<file path="src/rtl/ac_instr_scheduler.sv">
// rtl/ac_instr_scheduler.sv - two-requester round-robin instruction scheduler for the accumulator controller
module ac_instr_scheduler #(
  parameter int WIDTH   = 8,
  parameter int DEPTH   = 4,
  parameter int TIMEOUT = 15
) (
  input  logic             clk,
  input  logic             rst,
  input  logic             r0_valid,
  input  logic [2:0]       r0_instr,
  input  logic [WIDTH-1:0] r0_operand,
  output logic             r0_accept,
  output logic             r0_done,
  output logic             r0_err,
  input  logic             r1_valid,
  input  logic [2:0]       r1_instr,
  input  logic [WIDTH-1:0] r1_operand,
  output logic             r1_accept,
  output logic             r1_done,
  output logic             r1_err,
  input  logic             ctl_ready,
  output logic             ctl_new_instruction,
  output logic [2:0]       ctl_instruction,
  output logic [WIDTH-1:0] ctl_operand,
  output logic             busy,
  output logic             grant_id
);
  localparam int PW = $clog2(DEPTH);
  localparam int CW = $clog2(DEPTH + 1);
  localparam int TW = $clog2(TIMEOUT + 1);
  localparam int EW = WIDTH + 3;
  localparam logic [CW-1:0] FULL_CNT   = CW'(DEPTH);
  localparam logic [TW-1:0] TMO_CNT    = TW'(TIMEOUT);
  localparam logic [2:0]    OP_ILLEGAL = 3'b111;

  typedef enum logic [1:0] {IDLE, ISSUE, WAIT} state_t;
  state_t state;

  logic [EW-1:0] mem   [2][DEPTH];
  logic [PW-1:0] wptr  [2];
  logic [PW-1:0] rptr  [2];
  logic [CW-1:0] count [2];
  logic [EW-1:0] din   [2];
  logic [1:0]    valid, full, empty, push, pop;

  logic          grant_valid, grant_sel, last_grant;
  logic [EW-1:0] head;
  logic [2:0]    head_instr;
  logic [WIDTH-1:0] head_operand;
  logic [TW-1:0] tcnt, tcnt_next;

  assign valid  = {r1_valid, r0_valid};
  assign din[0] = {r0_instr, r0_operand};
  assign din[1] = {r1_instr, r1_operand};
  assign full   = {count[1] == FULL_CNT, count[0] == FULL_CNT};
  assign empty  = {count[1] == '0, count[0] == '0};
  assign push   = valid & ~full;
  assign pop    = grant_valid ? (grant_sel ? 2'b10 : 2'b01) : 2'b00;

  assign r0_accept = !full[0];
  assign r1_accept = !full[1];

  // With both FIFOs occupied the requester that did not win last time goes next.
  always_comb begin
    grant_valid = 1'b0;
    grant_sel   = 1'b0;
    if (state == IDLE && ctl_ready && empty != 2'b11) begin
      grant_valid = 1'b1;
      if (empty == 2'b00) grant_sel = !last_grant;
      else                grant_sel = empty[0];
    end
  end

  assign head         = mem[grant_sel][rptr[grant_sel]];
  assign head_instr   = head[EW-1:WIDTH];
  assign head_operand = head[WIDTH-1:0];
  assign tcnt_next    = tcnt + 1'b1;

  always_ff @(posedge clk) begin
    for (int i = 0; i < 2; i++) begin
      if (push[i]) mem[i][wptr[i]] <= din[i];
    end
  end

  always_ff @(posedge clk or negedge rst) begin
    if (!rst) begin
      for (int i = 0; i < 2; i++) begin
        wptr[i]  <= '0;
        rptr[i]  <= '0;
        count[i] <= '0;
      end
    end else begin
      for (int i = 0; i < 2; i++) begin
        if (push[i]) wptr[i] <= wptr[i] + 1'b1;
        if (pop[i])  rptr[i] <= rptr[i] + 1'b1;
        case ({push[i], pop[i]})
          2'b10:   count[i] <= count[i] + 1'b1;
          2'b01:   count[i] <= count[i] - 1'b1;
          default: count[i] <= count[i];
        endcase
      end
    end
  end

  always_ff @(posedge clk or negedge rst) begin
    if (!rst) begin
      state               <= IDLE;
      last_grant          <= 1'b1;
      tcnt                <= '0;
      ctl_new_instruction <= 1'b0;
      ctl_instruction     <= '0;
      ctl_operand         <= '0;
      busy                <= 1'b0;
      grant_id            <= 1'b0;
      r0_done             <= 1'b0;
      r0_err              <= 1'b0;
      r1_done             <= 1'b0;
      r1_err              <= 1'b0;
    end else begin
      r0_done <= 1'b0;
      r0_err  <= 1'b0;
      r1_done <= 1'b0;
      r1_err  <= 1'b0;
      case (state)
        IDLE: begin
          if (grant_valid) begin
            last_grant <= grant_sel;
            if (head_instr == OP_ILLEGAL) begin
              r0_done <= !grant_sel;
              r0_err  <= !grant_sel;
              r1_done <= grant_sel;
              r1_err  <= grant_sel;
            end else begin
              ctl_instruction     <= head_instr;
              ctl_operand         <= head_operand;
              ctl_new_instruction <= 1'b1;
              busy                <= 1'b1;
              grant_id            <= grant_sel;
              tcnt                <= '0;
              state               <= ISSUE;
            end
          end
        end
        ISSUE, WAIT: begin
          tcnt <= tcnt_next;
          // Timeout is checked first so it wins over a completion in the same cycle.
          if (tcnt_next == TMO_CNT) begin
            r0_done             <= !grant_id;
            r0_err              <= !grant_id;
            r1_done             <= grant_id;
            r1_err              <= grant_id;
            ctl_new_instruction <= 1'b0;
            busy                <= 1'b0;
            state               <= IDLE;
          end else if (state == ISSUE) begin
            if (!ctl_ready) begin
              ctl_new_instruction <= 1'b0;
              state               <= WAIT;
            end
          end else if (ctl_ready) begin
            r0_done <= !grant_id;
            r1_done <= grant_id;
            busy    <= 1'b0;
            state   <= IDLE;
          end
        end
        default: state <= IDLE;
      endcase
    end
  end
endmodule

</file>
<file path="config.mk">
export PLATFORM = sky130hd
export DESIGN_NAME = ac_instr_scheduler
export DESIGN_NICKNAME = d
export VERILOG_FILES = /design/src/rtl/ac_instr_scheduler.sv
export SDC_FILE = /design/constraint.sdc
export NUM_CORES = 1
export LEC_CHECK = 0
export CELL_PAD_IN_SITES_DETAIL_PLACEMENT = 2
export CELL_PAD_IN_SITES_GLOBAL_PLACEMENT = 2
export CORE_MARGIN = 1
export CORE_UTILIZATION = 28
export DETAILED_ROUTE_END_ITERATION = 10
export PLACE_DENSITY = 0.57
export REMOVE_ABC_BUFFERS = 1
export SLEW_MARGIN = 10
export SYNTH_ARGS = -nofsm -noshare
export SYNTH_HDL_FRONTEND = slang
export SYNTH_SLANG_ARGS = --single-unit
export TNS_END_PERCENT = 10
</file>
<file path="constraint.sdc">
create_clock -name clk -period 4.7 [get_ports clk]
set_input_delay 0.94 -clock clk [delete_from_list [all_inputs] [get_ports clk]]
set_output_delay 0.94 -clock clk [all_outputs]
set_load 0.01 [all_outputs]
</file>
==> flow_summary.json, run 1 <==
{
  "crit_required_ns": 5.04,
  "initial_core_util_pct": 28.49,
  "fin_tns_setup_ns": 0,
  "worst_pin_slew_ns": 0.9819,
  "synth.top_cells.by_area": "edfxtp_1 48%, dfrtp_1 17%, ha_1 4.1%, mux2i_1 4.0%, a21oi_1 3.3%",
  "min_period_ns": 3.239,
  "port_buffers": 46,
  "rrSetupSlack_ns": 1.72,
  "syn2layout_area_growth_pct": 23.49,
  "post_dp_cell_area_um2": 6292,
  "relSlewSlack_pct": 34.54,
  "grt_max_degree": 41,
  "drc": 0,
  "setup-violations-final": 0,
  "clockBufferDepth": 2,
  "drtIter0Drc": 117,
  "vias": 3328,
  "stdcell_area_um2": 6848,
  "p_per_area_nw_per_um2": 663.4,
  "top_usage_layer": "met2",
  "wl_per_cell_um": 17.95,
  "ant_nets": 0,
  "synth_cell_type_count": 43,
  "grt_util_met3_pct": 2.985,
  "rsz0062_at_grt": "false",
  "dieArea_um2": 20370,
  "endpoint_kind": "flop",
  "grt.total_usage_pct": 14.12,
  "fmax_ghz": 0.3087,
  "fp.dieH_um": 142.7,
  "synth_top_area_cell": "edfxtp_1",
  "ys_warn_count": 0,
  "place_congestion": 0.7242,
  "synth_top_area_share_pct": 47.65,
  "synth.most_common_cell": "edfxtp_1",
  "path_class": "primary input to flop",
  "grtUsageMet2_pct": 22.45,
  "hold_violations": 0,
  "netlist_area_um2": 5545,
  "grt_pass1_wl_mm": 20.76,
  "drive_above_1_share_pct": 11.28,
  "cts_hold_buf": 0,
  "clock_latency_ns": 0.42,
  "cts_sinks": 127,
  "crit_path_max_fanout": 40,
  "dr.pass1.iters": 4,
  "post-route-period-util_pct": 68.91,
  "routed_wl_mm": 13.03,
  "synth_flop_cell": "edfxtp_1",
  "cts_tree": "built",
  "fin_nets": 496,
  "synth_edf_count": 88,
  "grt_overflow_total": 0,
  "die_w_um": 142.7,
  "h-tree-depth": 4,
  "arrival_ns": 3.58,
  "netlist_instances": 397,
  "core-area_um2": 19460,
  "syn_area_per_cell_um2": 13.97,
  "gr-usage-met1_pct": 18.58,
  "drv_slew": 0,
  "clk_pin_slew_ns": 0.06,
  "antenna_found_initial": 0,
  "start_kind": "primary input",
  "cts_root_buf": "clkbuf_16",
  "synth_commonest_cells": "88 x edfxtp_1, 38 x dfrtp_1, 37 x a21oi_1",
  "hold_path_class": "flop to flop",
  "numCtsBuffers": 17,
  "antennaDiodeCount": 0,
  "async_flop_share_pct": 30.71,
  "io_pins": 47,
  "rows": 51,
  "fin_skew_ns": 0.009347,
  "ys_ff_latch": 127,
  "status": "completed",
  "ys_seq_area_share_pct": 65.28,
  "max-vdd-ir-drop_mv": 0.2588,
  "cts_resized": 0,
  "postCtsSetupBuffers": 0,
  "drv_cap": 0,
  "vias_per_cell": 4.584,
  "p_leak_nw": 2.548,
  "dp_hpwl_mm": 8.972,
  "grt_pass1_vias": 3662
}
-- sequential cells by signal, summed over array words and instances (netlist names), 2 cells and up --
| register | flops |
|---|---|
| tcnt | 4 |
| count | 6 |
| state | 2 |
| wptr | 4 |
| rptr | 4 |
| mem | 88 |
| ctl_operand | 8 |
| ctl_instruction | 3 |
-- power by group --
group | switching, mW | internal [mW]
Sequential | 0.205 | 1.53
Combinational | 0.906 | 0.658
Clock | 0.511 | 0.732
-- cell type report --
class,count,area (um2)
Fill cell,1972,12610
Inverter,20,75.07
Timing Repair Buffer,50,485.5
Multi-Input combinational cell,233,1780
Sequential cell,127,3620
Clock buffer,17,425.4
Clock inverter,14,130.1
Tap cell,265,331.6
-- worst max-delay path, stage by stage --
cell and delay (ns):
clkdlybuf4s50_1 0.56, nand2_1 0.17, a211oi_4 0.26, buf_4 0.50, ha_1 0.29, inv_1 0.07, fa_1 0.37, xor2_1 0.15
nor2_1 0.11, xor2_1 0.14
-- logic make-up (layout without fill, tap and decap cells) --
family / count (synthesis) / after routing / synth area share [%]
XOR/XNOR: 12 / 12 / 1.895
buffers and inverters: 37 / 101 / 2.617
adder cells (fa/ha/maj): 20 / 20 / 4.783
multiplexers: 33 / 33 / 7.829
AND/OR/NAND/NOR: 79 / 79 / 7.130
flip-flops: 127 / 127 / 65.28
AO/OA/AOI/OAI: 89 / 89 / 10.47
-- through the flow --
stage	util, %	hold WS, ns	setup WS (ns)	power [mW]	cells
6_report	35.18	0.5009	1.461	4.543	726
5_1_grt	35.18	0.5296	1.323	4.847	726
4_1_cts	35.18	0.5042	1.448	4.632	726
3_5_place_dp	32.33	0.4836	1.004	3.361	695
3_3_place_gp	32.33	0.4842	1.117	3.302	695
2_1_floorplan	-	0.4643	1.269	2.708	380
-- routing by layer --
layer	wire length (um)	vias to the layer above	part of all wire, %
li1	-	1572	-
met1	6354	1702	49
met2	6155	40	47
met3	336	14	2.6
met4	189	0	1.5
met5	0	-	0
-- worst paths after layout --
check / startpoint / endpoint / depth (start not counted)
worst min-delay path: busy$_DFFE_PN0P_ / busy$_DFFE_PN0P_ / 1
worst max register to register: state[1]$_DFFE_PN0P_ / count[2]$_DFFE_PN0P_ / 11
min in group asynchronous: rst / tcnt[2]$_DFFE_PN0P_ / 1
worst min register to register: busy$_DFFE_PN0P_ / busy$_DFFE_PN0P_ / 1
max in group asynchronous: rst / wptr[0]$_DFFE_PN0P_ / 1
worst max-delay path: ctl_ready / count[2]$_DFFE_PN0P_ / 10
-- cell usage in the layout, fill, tap and decap left out, types with 3 or more instances in the layout --
master            n
a21oi_1          37
a211oi_1         24
o21ai_0          10
clkdlybuf4s50_1  45
edfxtp_1         88
and3_1            8
nor2b_1          19
inv_6             7
nand3_1           5
ha_1             18
mux4_2            8
mux2i_1          22
dfrtp_1          38
and2_1            3
nand2_1          21
xnor2_1           6
clkbuf_16        17
nor2_1           18
inv_1            20
xor2_1            6
buf_4             4
(Power assumes the default switching activity.)
==> run 2, diff against run 1 <==
==> constraint.sdc (replaced) <==
create_clock -name clk -period 3.35 [get_ports clk]
set_input_delay 0.67 -clock clk [delete_from_list [all_inputs] [get_ports clk]]
set_output_delay 0.67 -clock clk [all_outputs]
set_load 0.01 [all_outputs]
==> flow_summary.json, run 2 (synthesis gave the netlist of run 1 again) <==
{
  "status": "completed",
  "grt.total_usage_pct": 14.28,
  "min_period_ns": 2.677,
  "initial_core_util_pct": 28.49,
  "cts_sinks": 127,
  "antennaDiodeCount": 0,
  "gr-usage-met1_pct": 18.28,
  "start_kind": "flop",
  "worstPathCellList": "inv_1 > ha_1 > nand2_1 > a211oi_4 > mux2_2 > o21a_2 > o22ai_2 > mux2_1",
  "drv_slew": 0,
  "routed_wl_mm": 13.18,
  "grt_util_met3_pct": 2.918,
  "largest_register_ffs": 88,
  "die_w_um": 142.7,
  "p_per_area_nw_per_um2": 935.0,
  "grtUsageMet2_pct": 23.43,
  "place_congestion": 0.7584,
  "cp_top_family": "compound AO/OA/AOI/OAI gates",
  "vias": 3373,
  "fmax_ghz": 0.3735,
  "dp_hpwl_mm": 9.082,
  "path_class": "flop to flop",
  "cts_tree": "built",
  "clk_pin_slew_ns": 0.06,
  "crit_required_ns": 3.65,
  "grt_pass1_wl_mm": 21.07,
  "port_buffers": 46,
  "crit_path_max_fanout": 8,
  "drive_above_1_share_pct": 11.83,
  "rows": 51,
  "clockBufferDepth": 2,
  "finalWorstSetupSlack_ns": 0.6726,
  "grt_overflow_total": 0,
  "cts_resized": 0,
  "top_usage_layer": "met2",
  "numCtsBuffers": 17,
  "arrival_ns": 2.97,
  "relSlewSlack_pct": 33.33,
  "setup-violations-final": 0,
  "postCtsSetupBuffers": 0,
  "hold_violations": 0,
  "max-vdd-ir-drop_mv": 0.3244,
  "antenna_found_initial": 0,
  "grt_max_degree": 40,
  "fin_tns_setup_ns": 0,
  "h-tree-depth": 4,
  "vias_per_cell": 4.621,
  "drc": 0,
  "pre_cts_ws_ns": 0.2619,
  "grt_pass1_vias": 3687,
  "cts_hold_buf": 0,
  "total_power_mw": 6.452,
  "io_pins": 47,
  "dieArea_um2": 20370,
  "crit_slowest_cell": "dfrtp_1",
  "final_common_cell": "edfxtp_1",
  "drtIter0Drc": 119,
  "core-area_um2": 19460,
  "layout_common_cells": "88 x edfxtp_1, 45 x clkdlybuf4s50_1, 38 x dfrtp_1",
  "fin_nets": 499,
  "hold_path_class": "primary input to async pin",
  "holdWs_ns": 0.4224,
  "wl_per_cell_um": 18.06,
  "syn2layout_area_growth_pct": 24.44,
  "rsz0062_at_grt": "false",
  "fin_skew_ns": 0.009736,
  "ant_nets": 0,
  "dr.pass1.iters": 6,
  "drv_cap": 0,
  "endpoint_kind": "flop",
  "cts_root_buf": "clkbuf_16",
  "p_leak_nw": 2.569,
  "critPathMaxStageDelay_ns": 0.43,
  "post-route-period-util_pct": 79.92,
  "cp.buffers_inverters": 1,
  "fp.dieH_um": 142.7,
  "worst_pin_slew_ns": 1.000,
  "clock_latency_ns": 0.42
}
[run 2: layer usage]
layer,up-vias,share of wire (%)
met5,-,0
met4,0,1.6
met3,16,2.0
met2,37,49
met1,1735,47
li1,1585,-
[run 2: layout make-up]
| cell class | instances | area (um2) |
|---|---|---|
| fillers | 1980 | 12560 |
| flip-flops and latches | 127 | 3620 |
| multi-input cells | 233 | 1780 |
| repair buffers | 53 | 533.0 |
| clock buffers | 19 | 432.9 |
| well taps | 265 | 331.6 |
| clock inverters | 13 | 127.6 |
| inverters | 20 | 75.07 |
[run 2: per-stage QoR]
stage / util [%] / cell area (um2) / std cells
after floorplan: - / 5475 / 380
after global placement: 32.57 / 6340 / 698
after detailed placement: 32.57 / 6340 / 698
after CTS: 35.45 / 6900 / 730
after global routing: 35.45 / 6900 / 730
final: 35.45 / 6900 / 730
[run 2: power breakdown]
group	internal, mW	leakage [nW]	switching, mW
logic	0.972	1.03	1.29
clock network	1.03	0.271	0.724
registers	2.15	1.27	0.282
[run 2: worst paths after layout]
check                                          start                    to  slack, ns  cells after the start
worst max-delay path            state[0]$_DFFE_PN0P_  state[0]$_DFFE_PN0P_       0.67                      8
worst min-delay path                             rst  state[0]$_DFFE_PN0P_       0.42                      1
worst max register to register  state[0]$_DFFE_PN0P_  state[0]$_DFFE_PN0P_       0.67                      8
worst min register to register  count[2]$_DFFE_PN0P_  count[2]$_DFFE_PN0P_       0.52                      1
max in group asynchronous                        rst   wptr[3]$_DFFE_PN0P_       2.30                      1
min in group clk                count[2]$_DFFE_PN0P_  count[2]$_DFFE_PN0P_       0.52                      1
[run 2: worst register-to-register path: stages, from the launching register on]
cell and delay (ns):
dfrtp_1 0.43, inv_1 0.14, ha_1 0.26, nand2_1 0.17, a211oi_4 0.34, mux2_2 0.43
o21a_2 0.27, o22ai_2 0.19, mux2_1 0.34
==> run 3, diff against run 2 <==
==> constraint.sdc (replaced) <==
create_clock -name clk -period 2.64 [get_ports clk]
set_input_delay 0.528 -clock clk [delete_from_list [all_inputs] [get_ports clk]]
set_output_delay 0.528 -clock clk [all_outputs]
set_load 0.01 [all_outputs]
==> flow_summary.json, run 3 (synthesis gave the netlist of run 1 again) <==
{
  "status": "completed",
  "drtIter0Drc": 147,
  "p_leak_nw": 2.689,
  "cp_top_family": "compound AO/OA/AOI/OAI gates",
  "worstPathCellList": "or3_4 > a211oi_4 > buf_4 > buf_4 > a211oi_1 > a211oi_1 > a21oi_1 > a21oi_1",
  "layout_common_cells": "88 x edfxtp_1, 45 x clkdlybuf4s50_1, 38 x dfrtp_1",
  "worst_pin_slew_ns": 0.5471,
  "reg2reg_depth": 8,
  "total_power_mw": 8.354,
  "crit_slowest_cell": "dfrtp_1",
  "seq_power_share_pct": 36.4,
  "start_kind": "flop",
  "fp.dieH_um": 142.7,
  "postCtsSetupBuffers": 0,
  "crit_path_max_fanout": 30,
  "setup-violations-final": 0,
  "cts_hold_buf": 0,
  "ant_nets": 0,
  "antennaDiodeCount": 0,
  "post-route-period-util_pct": 94.69,
  "largest_register_ffs": 88,
  "drive_above_1_share_pct": 16.77,
  "rrSetupSlack_ns": 0.14,
  "cp.buffers_inverters": 2,
  "regArea_um2": 3620,
  "numCtsBuffers": 17,
  "crit_path_start": "count[3]$_DFFE_PN0P_",
  "cts_tree": "built",
  "rows": 51,
  "rsz0062_at_grt": "false",
  "routed_wl_mm": 13.66,
  "pwr-share-clk_pct": 26.3,
  "arrival_ns": 2.83,
  "clock_latency_ns": 0.42,
  "drv_cap": 0,
  "grt_max_degree": 37,
  "dp_hpwl_mm": 9.558,
  "intPower_mw": 5.334,
  "r2r-start": "count[3]$_DFFE_PN0P_",
  "multi_input_area_um2": 1784,
  "endpoint_kind": "flop",
  "max-vdd-ir-drop_mv": 0.5326,
  "min_period_ns": 2.500,
  "syn2layout_area_growth_pct": 27.35,
  "dr.pass1.iters": 4,
  "relSlewSlack_pct": 63.52,
  "drv_slew": 0,
  "wl_per_cell_um": 18.11,
  "crit_required_ns": 2.97,
  "port_buffers": 46,
  "r2r-end": "ctl_operand[4]$_DFFE_PN0P_",
  "n_fill_cell": 1992,
  "p_sw_share_pct": 36.16,
  "final_cells": 754,
  "comb_power_share_pct": 37.3,
  "clk_pin_slew_ns": 0.06,
  "cp_num_cells": 8,
  "p_per_area_nw_per_um2": 1183,
  "antenna_found_initial": 0,
  "pre_cts_ws_ns": -0.1115,
  "io_pins": 47,
  "vias": 3463,
  "post_dp_cell_area_um2": 6507,
  "placedCellCount": 722,
  "p_switching_mw": 3.021,
  "final_common_cell": "edfxtp_1",
  "cts_sinks": 127,
  "h-tree-depth": 4,
  "finalWorstSetupSlack_ns": 0.1402,
  "hold_path_class": "primary input to async pin",
  "grt_overflow_total": 0,
  "cts_root_buf": "clkbuf_16",
  "grt.total_usage_pct": 14.65,
  "drc": 0,
  "path_class": "flop to flop",
  "clockBufferDepth": 2,
  "fmax_ghz": 0.4000,
  "fin_skew_ns": 0.01441,
  "vias_per_cell": 4.593,
  "stdcell_area_um2": 7062,
  "grt_pass1_vias": 3863,
  "fin_tns_setup_ns": 0,
  "crit_end": "ctl_operand[4]$_DFFE_PN0P_",
  "die_w_um": 142.7,
  "initial_core_util_pct": 28.49,
  "grt_pass1_wl_mm": 21.64,
  "critPathMaxStageDelay_ns": 0.43,
  "core-area_um2": 19460,
  "hold_violations": 0,
  "fin_nets": 523,
  "place_congestion": 0.7454,
  "dieArea_um2": 20370
}
==> run 3: cell types whose count changed in the layout (fill, tap and decap cells not counted) <==
| cell | change |
|---|---|
| inv_8 | +2 |
| clkinv_4 | -1 |
| bufinv_16 | -1 |
| buf_4 | +25 |
| mux2i_1 | -1 |
| inv_6 | +1 |
| clkbuf_1 | -2 |
| buf_12 | -1 |
| mux2i_2 | +1 |
| clkinv_2 | +1 |
==> run 3: final cells by class <==
class	count	share of cell area (%)
clock inverters	15	1.772
flip-flops and latches	127	51.26
clock buffers	17	6.024
inverters	20	1.063
multi-input cells	233	25.27
well taps	265	4.695
repair buffers	77	9.922
==> run 3: through the flow <==
| stage | util, % | hold WS [ns] |
|---|---|---|
| after global placement | 33.44 | 0.4846 |
| after CTS | 36.26 | 0.09385 |
| after floorplan | - | 0.2324 |
| final | 36.28 | 0.09010 |
| after detailed placement | 33.44 | 0.4992 |
| after global routing | 36.28 | 0.1080 |
==> run 3: what timing repair did <==
action / in CTS / in global routing
resized for setup: 0 / 1
endpoints found under the hold margin: 0 / 0
setup endpoints to repair: 0 / 2
==> run 3: routing by layer <==
metal,up-vias,GRT usage (%),part of all wire (%)
met5,-,0,0
met4,0,5.093,0.82
met3,10,3.253,3.0
met2,43,24.02,50
met1,1786,19.06,47
li1,1624,-,-
==> run 3: how the worst min path moves through the flow <==
stage                          from                   end  slack, ns  depth (start not counted)
4_1_cts                         rst     r0_done$_DFF_PN0_       0.09                          1
3_5_place_dp   count[0]$_DFFE_PN0P_  count[0]$_DFFE_PN0P_       0.50                          1
2_1_floorplan                   rst      busy$_DFFE_PN0P_       0.23                          0
5_1_grt                         rst     r0_done$_DFF_PN0_       0.11                          1
6_report                        rst     r0_done$_DFF_PN0_       0.09                          1
3_3_place_gp   count[2]$_DFFE_PN0P_  count[2]$_DFFE_PN0P_       0.48                          1
==> run 3: worst register-to-register path, stage by stage, from the launching register on <==
cell	delay [ns]
dfrtp_1	0.43
or3_4	0.42
a211oi_4	0.35
buf_4	0.18
buf_4	0.33
a211oi_1	0.17
a211oi_1	0.31
a21oi_1	0.07
a21oi_1	0.17
==> run 3: power by group through the flow <==
| stage | sequential, mW | clock (mW) | combinational, mW |
|---|---|---|---|
| 2_1_floorplan | 3.16 | 0 | 1.66 |
| 3_3_place_gp | 3.05 | 0 | 3.06 |
| 3_5_place_dp | 3.09 | 0 | 3.15 |
| 4_1_cts | 3.06 | 2.25 | 3.19 |
| 5_1_grt | 3.11 | 2.33 | 3.46 |
| 6_report | 3.04 | 2.20 | 3.12 |
